$ cat src/rtl/cacheline_adaptor_pkg.sv
// Shared types and sizing for the cache-line to DRAM-burst adaptor.
package cacheline_adaptor_pkg;
  localparam int LINE_W      = 256;
  localparam int BURST_W     = 64;
  localparam int BEATS       = LINE_W / BURST_W;
  localparam int OFFSET_BITS = 5;
  localparam int CNT_W       = 2;

  typedef enum logic [2:0] {
    IDLE,
    RD_BURST,
    RD_DONE,
    WR_BURST,
    WR_DONE
  } state_t;
endpackage

$ cat src/rtl/cacheline_adaptor_if.sv
// Cache-side and DRAM-side signals of the adaptor; slave is the adaptor's view.
interface cacheline_adaptor_if;
  import cacheline_adaptor_pkg::*;

  logic [LINE_W-1:0]  line_i;
  logic [LINE_W-1:0]  line_o;
  logic [31:0]        address_i;
  logic               read_i;
  logic               write_i;
  logic               resp_o;
  logic [BURST_W-1:0] burst_i;
  logic [BURST_W-1:0] burst_o;
  logic [31:0]        address_o;
  logic               read_o;
  logic               write_o;
  logic               resp_i;

  modport slave (
    input  line_i, address_i, read_i, write_i, burst_i, resp_i,
    output line_o, resp_o, burst_o, address_o, read_o, write_o
  );

  modport master (
    output line_i, address_i, read_i, write_i, burst_i, resp_i,
    input  line_o, resp_o, burst_o, address_o, read_o, write_o
  );
endinterface

$ cat src/rtl/cacheline_adaptor.sv
// Converts single cache-line read/write requests into 4-beat DRAM bursts.
module cacheline_adaptor
  import cacheline_adaptor_pkg::*;
(
  input logic clk,
  input logic rst,
  cacheline_adaptor_if.slave bus
);

  state_t              state_q;
  logic [CNT_W-1:0]    cnt_q;
  logic [LINE_W-1:0]   rline_q;
  logic [LINE_W-1:0]   wline_q;
  logic [31:0]         addr_q;
  logic [31:0]         addr_d;
  logic                read_q;
  logic                write_q;
  logic                resp_q;

  // Line-aligned request address; the low offset bits never reach DRAM.
  always_comb begin
    addr_d = bus.address_i & ~((32'd1 << OFFSET_BITS) - 32'd1);
  end

  always_ff @(posedge clk) begin
    if (!rst) begin
      state_q <= IDLE;
      cnt_q   <= '0;
      rline_q <= '0;
      wline_q <= '0;
      addr_q  <= '0;
      read_q  <= 1'b0;
      write_q <= 1'b0;
      resp_q  <= 1'b0;
    end else begin
      resp_q <= 1'b0;
      case (state_q)
        IDLE: begin
          if (bus.write_i) begin
            wline_q <= bus.line_i;
            addr_q  <= addr_d;
            cnt_q   <= '0;
            write_q <= 1'b1;
            state_q <= WR_BURST;
          end else if (bus.read_i) begin
            addr_q  <= addr_d;
            cnt_q   <= '0;
            read_q  <= 1'b1;
            state_q <= RD_BURST;
          end
        end
        RD_BURST: begin
          if (bus.resp_i) begin
            rline_q[cnt_q*BURST_W +: BURST_W] <= bus.burst_i;
            cnt_q <= cnt_q + 1'b1;
            if (cnt_q == CNT_W'(BEATS - 1)) begin
              read_q  <= 1'b0;
              resp_q  <= 1'b1;
              state_q <= RD_DONE;
            end
          end
        end
        WR_BURST: begin
          if (bus.resp_i) begin
            cnt_q <= cnt_q + 1'b1;
            if (cnt_q == CNT_W'(BEATS - 1)) begin
              write_q <= 1'b0;
              resp_q  <= 1'b1;
              state_q <= WR_DONE;
            end
          end
        end
        RD_DONE: state_q <= IDLE;
        WR_DONE: state_q <= IDLE;
        default: state_q <= IDLE;
      endcase
    end
  end

  // Write beat is selected straight from the latched line by the beat counter.
  assign bus.burst_o   = wline_q[cnt_q*BURST_W +: BURST_W];
  assign bus.line_o    = rline_q;
  assign bus.address_o = addr_q;
  assign bus.read_o    = read_q;
  assign bus.write_o   = write_q;
  assign bus.resp_o    = resp_q;

endmodule

$ cat src/flat_wrapper.sv
// flat-port wrapper written by rule: the top's interface ports become plain ports
module cacheline_adaptor_flat import cacheline_adaptor_pkg::*;
  (clk, rst, bus_line_i, bus_address_i, bus_read_i, bus_write_i, bus_burst_i, bus_resp_i, bus_line_o, bus_resp_o, bus_burst_o, bus_address_o, bus_read_o, bus_write_o);
  cacheline_adaptor_if bus_i ();
  input logic clk;
  input logic rst;
  input wire logic [$bits(bus_i.line_i)-1:0] bus_line_i;
  input wire logic [$bits(bus_i.address_i)-1:0] bus_address_i;
  input wire logic [$bits(bus_i.read_i)-1:0] bus_read_i;
  input wire logic [$bits(bus_i.write_i)-1:0] bus_write_i;
  input wire logic [$bits(bus_i.burst_i)-1:0] bus_burst_i;
  input wire logic [$bits(bus_i.resp_i)-1:0] bus_resp_i;
  output wire logic [$bits(bus_i.line_o)-1:0] bus_line_o;
  output wire logic [$bits(bus_i.resp_o)-1:0] bus_resp_o;
  output wire logic [$bits(bus_i.burst_o)-1:0] bus_burst_o;
  output wire logic [$bits(bus_i.address_o)-1:0] bus_address_o;
  output wire logic [$bits(bus_i.read_o)-1:0] bus_read_o;
  output wire logic [$bits(bus_i.write_o)-1:0] bus_write_o;
  assign bus_i.line_i = bus_line_i;
  assign bus_i.address_i = bus_address_i;
  assign bus_i.read_i = bus_read_i;
  assign bus_i.write_i = bus_write_i;
  assign bus_i.burst_i = bus_burst_i;
  assign bus_i.resp_i = bus_resp_i;
  assign bus_line_o = bus_i.line_o;
  assign bus_resp_o = bus_i.resp_o;
  assign bus_burst_o = bus_i.burst_o;
  assign bus_address_o = bus_i.address_o;
  assign bus_read_o = bus_i.read_o;
  assign bus_write_o = bus_i.write_o;
  cacheline_adaptor u_core (.clk(clk), .rst(rst), .bus(bus_i));
endmodule
$ cat config.mk
export PLATFORM = sky130hd
export DESIGN_NAME = cacheline_adaptor_flat
export DESIGN_NICKNAME = d
export VERILOG_FILES = /design/src/rtl/cacheline_adaptor_pkg.sv /design/src/rtl/cacheline_adaptor_if.sv /design/src/rtl/cacheline_adaptor.sv /design/src/flat_wrapper.sv
export SDC_FILE = /design/constraint.sdc
export NUM_CORES = 1
export LEC_CHECK = 0
export CAP_MARGIN = 30
export CORE_AREA = 3 3 278 280
export CTS_BUF_LIST = sky130_fd_sc_hd__clkbuf_8
export DETAILED_ROUTE_END_ITERATION = 16
export DIE_AREA = 0 0 281 283
export PLACE_DENSITY = 0.55
export SLEW_MARGIN = 0
export SYNTH_ARGS = -nofsm -noshare
export SYNTH_HDL_FRONTEND = slang
export SYNTH_SLANG_ARGS = --single-unit
$ cat constraint.sdc
create_clock -name clk -period 3.6 [get_ports clk]
set_clock_uncertainty 0.2 [all_clocks]
set_input_delay 1.08 -clock clk [delete_from_list [all_inputs] [get_ports clk]]
set_output_delay 1.08 -clock clk [all_outputs]
set_load 0.005 [all_outputs]
; Yosys cells after proc, flatten, opt, wreduce, memory -nomap -nowiden
; Index checks and enable logic that the tools add are counted.
[word_totals]
reg_bits = 552
input_bits = 357
latch_bits = 0
romBits = 0
n_memories = 0
ramBits = 0
output_inout_bits = 355
word_cells = 61
[op_classes]
n_bitwise = 0
eq_ne = 12
div_mod_pow = 0
mux = 22
n_shift = 3
n_mul = 0
n_addsub = 2
magnitude_cmp = 0
reduce_logical = 14
[op_table]
columns = operator, count
row1 = $bwmux W256, 1
row2 = $shift A64 B34 Y256 const A, 1
row3 = $shiftx A256 B9 Y64, 1
row4 = $shiftx A64 B34 Y256, 1
row5 = $mux W32, 2
row6 = $neg A8 Y34, 1
row7 = $mux W3, 6
row8 = $ne A2 B2 Y1 const B, 5
row9 = $reduce_and A5 Y1, 2
row10 = $pmux W3 S3, 1
row11 = $reduce_bool A2 Y1, 4
row12 = $mux W1, 6
row13 = $mux W2, 3
row14 = $ne A2 B1 Y1 const B, 3
row15 = $reduce_and A2 Y1, 3
row16 = $reduce_and A3 Y1, 2
row17 = $pmux W1 S2, 2
row18 = $pmux W2 S2, 1
row19 = $reduce_and A4 Y1, 1
row20 = $eq A3 B1 Y1 const B, 1
row21 = $eq A3 B2 Y1 const B, 1
row22 = $logic_not A3 Y1, 1
row23 = $ne A3 B3 Y1 const B, 1
row24 = $add A2 B1 Y2 const B, 1
row25 = other kinds (2), 2

; Logic depth before layout (Yosys ltp)
[logic_depth]
depth_word = 4
ltp_mapped = 10
mapped_depth_nobuf = 5

; Least setup slack after synthesis
; No wires, ideal clock.
[synth_timing]
path_type = reg2out
startpoint = register u_core.cnt_q[0]
endpoint = output port bus_burst_o[37]
stages_incl_launch_ff = 5
t_arrival_ns = 1.550
t_required_ns = 2.320
n_path_buf = 3
path_slack_ns = 0.770
cell_sequence = dfxtp_1 -> buf_2 -> buf_4 -> buf_2 -> mux4_2
[synth_via]
elab_chain_len = 1
[synth_lines]
columns = element, line
row1 = "start, declared", cacheline_adaptor.sv:11  ; logic [CNT_W-1:0] cnt_q;
row2 = "start signal, assigned", cacheline_adaptor.sv:55  ; cnt_q <= cnt_q + 1'b1;
row3 = "start signal, assigned", cacheline_adaptor.sv:65  ; cnt_q <= cnt_q + 1'b1;
row4 = $shiftx A256 B9 Y64, cacheline_adaptor.sv:81  ; assign bus.burst_o = wline_q[cnt_q*BURST_W +: BURST_W];
row5 = "end, declared", flat_wrapper.sv:15  ; output wire logic [$bits(bus_i.burst_o)-1:0] bus_burst_o;
; No other way between the ends.

; Worst setup path after layout
[layout_timing]
startpoint = register u_core.cnt_q[0]
endpoint = output port bus_burst_o[10]
; The elaborated chain is that of the path after synthesis.

==> results.py <==
metrics = {
    "route": {
        "routedWlPerCell_um": 20.59,
        "first_pass_iters": 6,
        "dr.first_iter.drc_count": 1149,
        "wirelength_um": 87180,
        "drc": 0,
        "ant_nets": 0,
        "vias_per_cell": 4.808,
        "vias": 20360,
    },
    "floorplan": {
        "fp-row-count": 100,
        "initial_utilization_pct": 29.96,
        "die_y_um": 283,
        "coreArea_mm2": 0.07470,
        "die_x_um": 281,
        "io_pins": 712,
        "die_area_mm2": 0.07952,
    },
    "synthesis": {
        "syn_area_mm2": 0.02238,
        "ys_ff_latch": 547,
        "avgSynthCellArea_um2": 8.937,
        "ys_types": 37,
        "syn_inst": 2504,
        "synth-warning-count": 0,
        "ys_seq_area_share_pct": 48.93,
    },
    "timing": {
        "tightestPinTransition_ns": 0.8238,
        "hold_viol": 0,
        "timing.fmax_mhz": 282.7,
        "final-setup-viol-count": 0,
        "slew_viol_final": 0,
        "grt_setup_unrepaired": "true",
        "max-slew-margin-rel_pct": 45.08,
        "min_period_ns": 3.537,
        "period_share_pct": 98.26,
    },
    "final_layout": {
        "area_growth_pct": 47.05,
        "drive_gt1_share_pct": 11.01,
        "finalNetCount": 3533,
        "final_common_cell": "nand2_1",
        "fin_util_pct": 44.06,
        "mostFrequentLayoutCells": "nand2_1 (824), clkdlybuf4s50_1 (638), dfxtp_1 (545), mux2i_1 (283), a21oi_1 (259)",
    },
    "hold_path": {
        "hold_class": "flip-flop to flip-flop",
    },
    "job": {
        "maxCapViolCount": 0,
    },
    "critical_path": {
        "cp_data_arrival_time_ns": 2.26,
        "cp.required_ns": 2.32,
        "critPathKind": "flip-flop to output port",
        "worst_setup_path_end_kind": "output port",
        "worstPathMaxFanout": 7,
        "setup.worst_path.start_class": "flip-flop",
    },
    "clock_tree": {
        "path_clk_slew_ns": 0.06,
        "clock_sinks": 547,
        "root_buffer": "clkbuf_8",
        "cts_tree": "built",
        "htree_num_levels": 3,
        "cts_made_buffers": 99,
        "clk_path_buf_depth": 3,
        "clk_latency_ns": 0.70,
    },
    "grt": {
        "grt_max_degree": 163,
        "antenna_found_initial": 20,
        "grt_pass1_wl_um": 128900,
        "overflow": 0,
        "track_usage_pct": 21.06,
        "grt_pass1_vias": 20332,
    },
    "pwr": {
        "powerDensity_mw_per_mm2": 453.7,
        "p_leak_nw": 13.53,
        "p_total_mw": 14.93,
        "worst_ir_drop_vdd_v": 0.0002964,
    },
    "run_status": {
        "status": "completed",
    },
    "place": {
        "dp_hpwl_um": 62200,
        "gp_congestion": 0.8643,
        "port_buffers": 701,
    },
}
==> timing repair <==
action,CTS,global route
setup endpoints to repair,64,29
cloned,1,1
hold buffers,0,0
gates resized for setup,150,26
setup buffers,25,11
==> worst max-delay path: stages (launching register included) <==
cell     delay (ns)
dfxtp_4        0.40
buf_12         0.17
buf_16         0.15
buf_12         0.11
buf_6          0.08
mux4_2         0.49
buf_6          0.14
==> flip-flops by register name (all words and copies together) (netlist names) <==
register,flops
u_core.bus.line_o,256
u_core.wline_q,256
u_core.bus.address_o,27
u_core.state_q,3
u_core.cnt_q,2
u_core.bus.read_o,1
u_core.bus.resp_o,1
u_core.bus.write_o,1
==> path summary, 6_finish.rpt <==
path | startpoint | end | slack, ns | depth (start not counted)
max | u_core.cnt_q[0]$_SDFFE_PN0P_ | bus_burst_o[10] | 0.06 | 6
max reg2reg | u_core.cnt_q[0]$_SDFFE_PN0P_ | u_core.bus.line_o[3]$_SDFFE_PN0P_ | 0.58 | 10
min | u_core.wline_q[153]$_SDFFE_PN0P_ | u_core.wline_q[153]$_SDFFE_PN0P_ | 0.25 | 2
min reg2reg | u_core.wline_q[153]$_SDFFE_PN0P_ | u_core.wline_q[153]$_SDFFE_PN0P_ | 0.25 | 2
==> cell usage after synthesis <==
cell type,instances,share of area (%)
buf_2,72,1.6
clkbuf_1,107,1.8
xnor2_1,1,0.039
inv_2,1,0.017
nor3b_1,1,0.034
a21oi_1,259,5.8
o21ai_0,1,0.022
buf_1,5,0.084
o21a_1,1,0.034
a22oi_1,1,0.034
nor4b_1,2,0.078
nand4_1,1,0.028
nand3_1,256,5.7
and3b_1,2,0.078
a31oi_1,1,0.028
inv_1,4,0.067
and4_1,1,0.039
or4b_1,1,0.045
and4bb_2,2,0.11
mux2i_1,283,13
ha_1,6,0.34
nor2b_1,1,0.028
conb_1,1,0.017
nand2_4,4,0.20
nor2_1,1,0.017
o31ai_1,2,0.067
nor4b_4,1,0.11
a2111oi_0,1,0.039
o21bai_1,1,0.034
buf_4,44,1.5
o311ai_0,1,0.039
nand2_1,824,14
o211a_1,1,0.045
dfxtp_1,547,49
mux4_2,64,6.4
nor4_1,1,0.028
and2_1,2,0.056
==> per-stage QoR <==
step	cell area [um2]	instances	setup slack [ns]	hold slack, ns	setup TNS (ns)
3_3_place_gp	30380	4001	0.2277	0.2393	0
3_5_place_dp	30380	4001	0.2059	0.2459	0
4_1_cts	32750	4210	-0.09379	0.2545	-0.6321
6_report	32910	4235	0.06262	0.2528	0
2_1_floorplan	22390	2508	0.7702	0.2331	0
5_1_grt	32910	4235	-0.04531	0.2662	-0.1245
==> cell families (layout without fill, tap and decap cells) <==
group / count (synthesis) / count (layout) / share of synthesized area [%]
fa+ha+maj: 6 / 6 / 0.3354
buf+inv: 233 / 977 / 5.049
other cells: 1 / 19 / 0.01676
flops: 547 / 547 / 48.93
simple gates: 1100 / 1100 / 20.40
compound gates: 269 / 269 / 6.133
mux: 347 / 347 / 19.10
xor+xnor: 1 / 1 / 0.03914
==> per-layer routing <==
metal	vias up	global-route usage, %	share of wire, %
met5	-	0	0.076
met4	12	8.281	3.4
met3	158	5.698	6.7
met2	625	36.65	50
met1	9742	24.46	40
li1	9823	-	-
==> where the power goes <==
group          internal (mW)  total [mW]  switching (mW)
sequential              6.34        6.49           0.157
combinational           1.04        2.08            1.04
clock                   3.56        6.35            2.80
==> area by class of cell <==
type,count,area (um2)
Inverter,5,26.28
Tap cell,969,1212
Multi-Input combinational cell,1728,10340
Fill cell,7204,41790
Clock inverter,50,361.6
Antenna cell,14,35.03
Clock buffer,133,1831
Sequential cell,547,10960
Timing Repair Buffer,789,8149
Note: power is estimated with default switching activity, not from simulation.
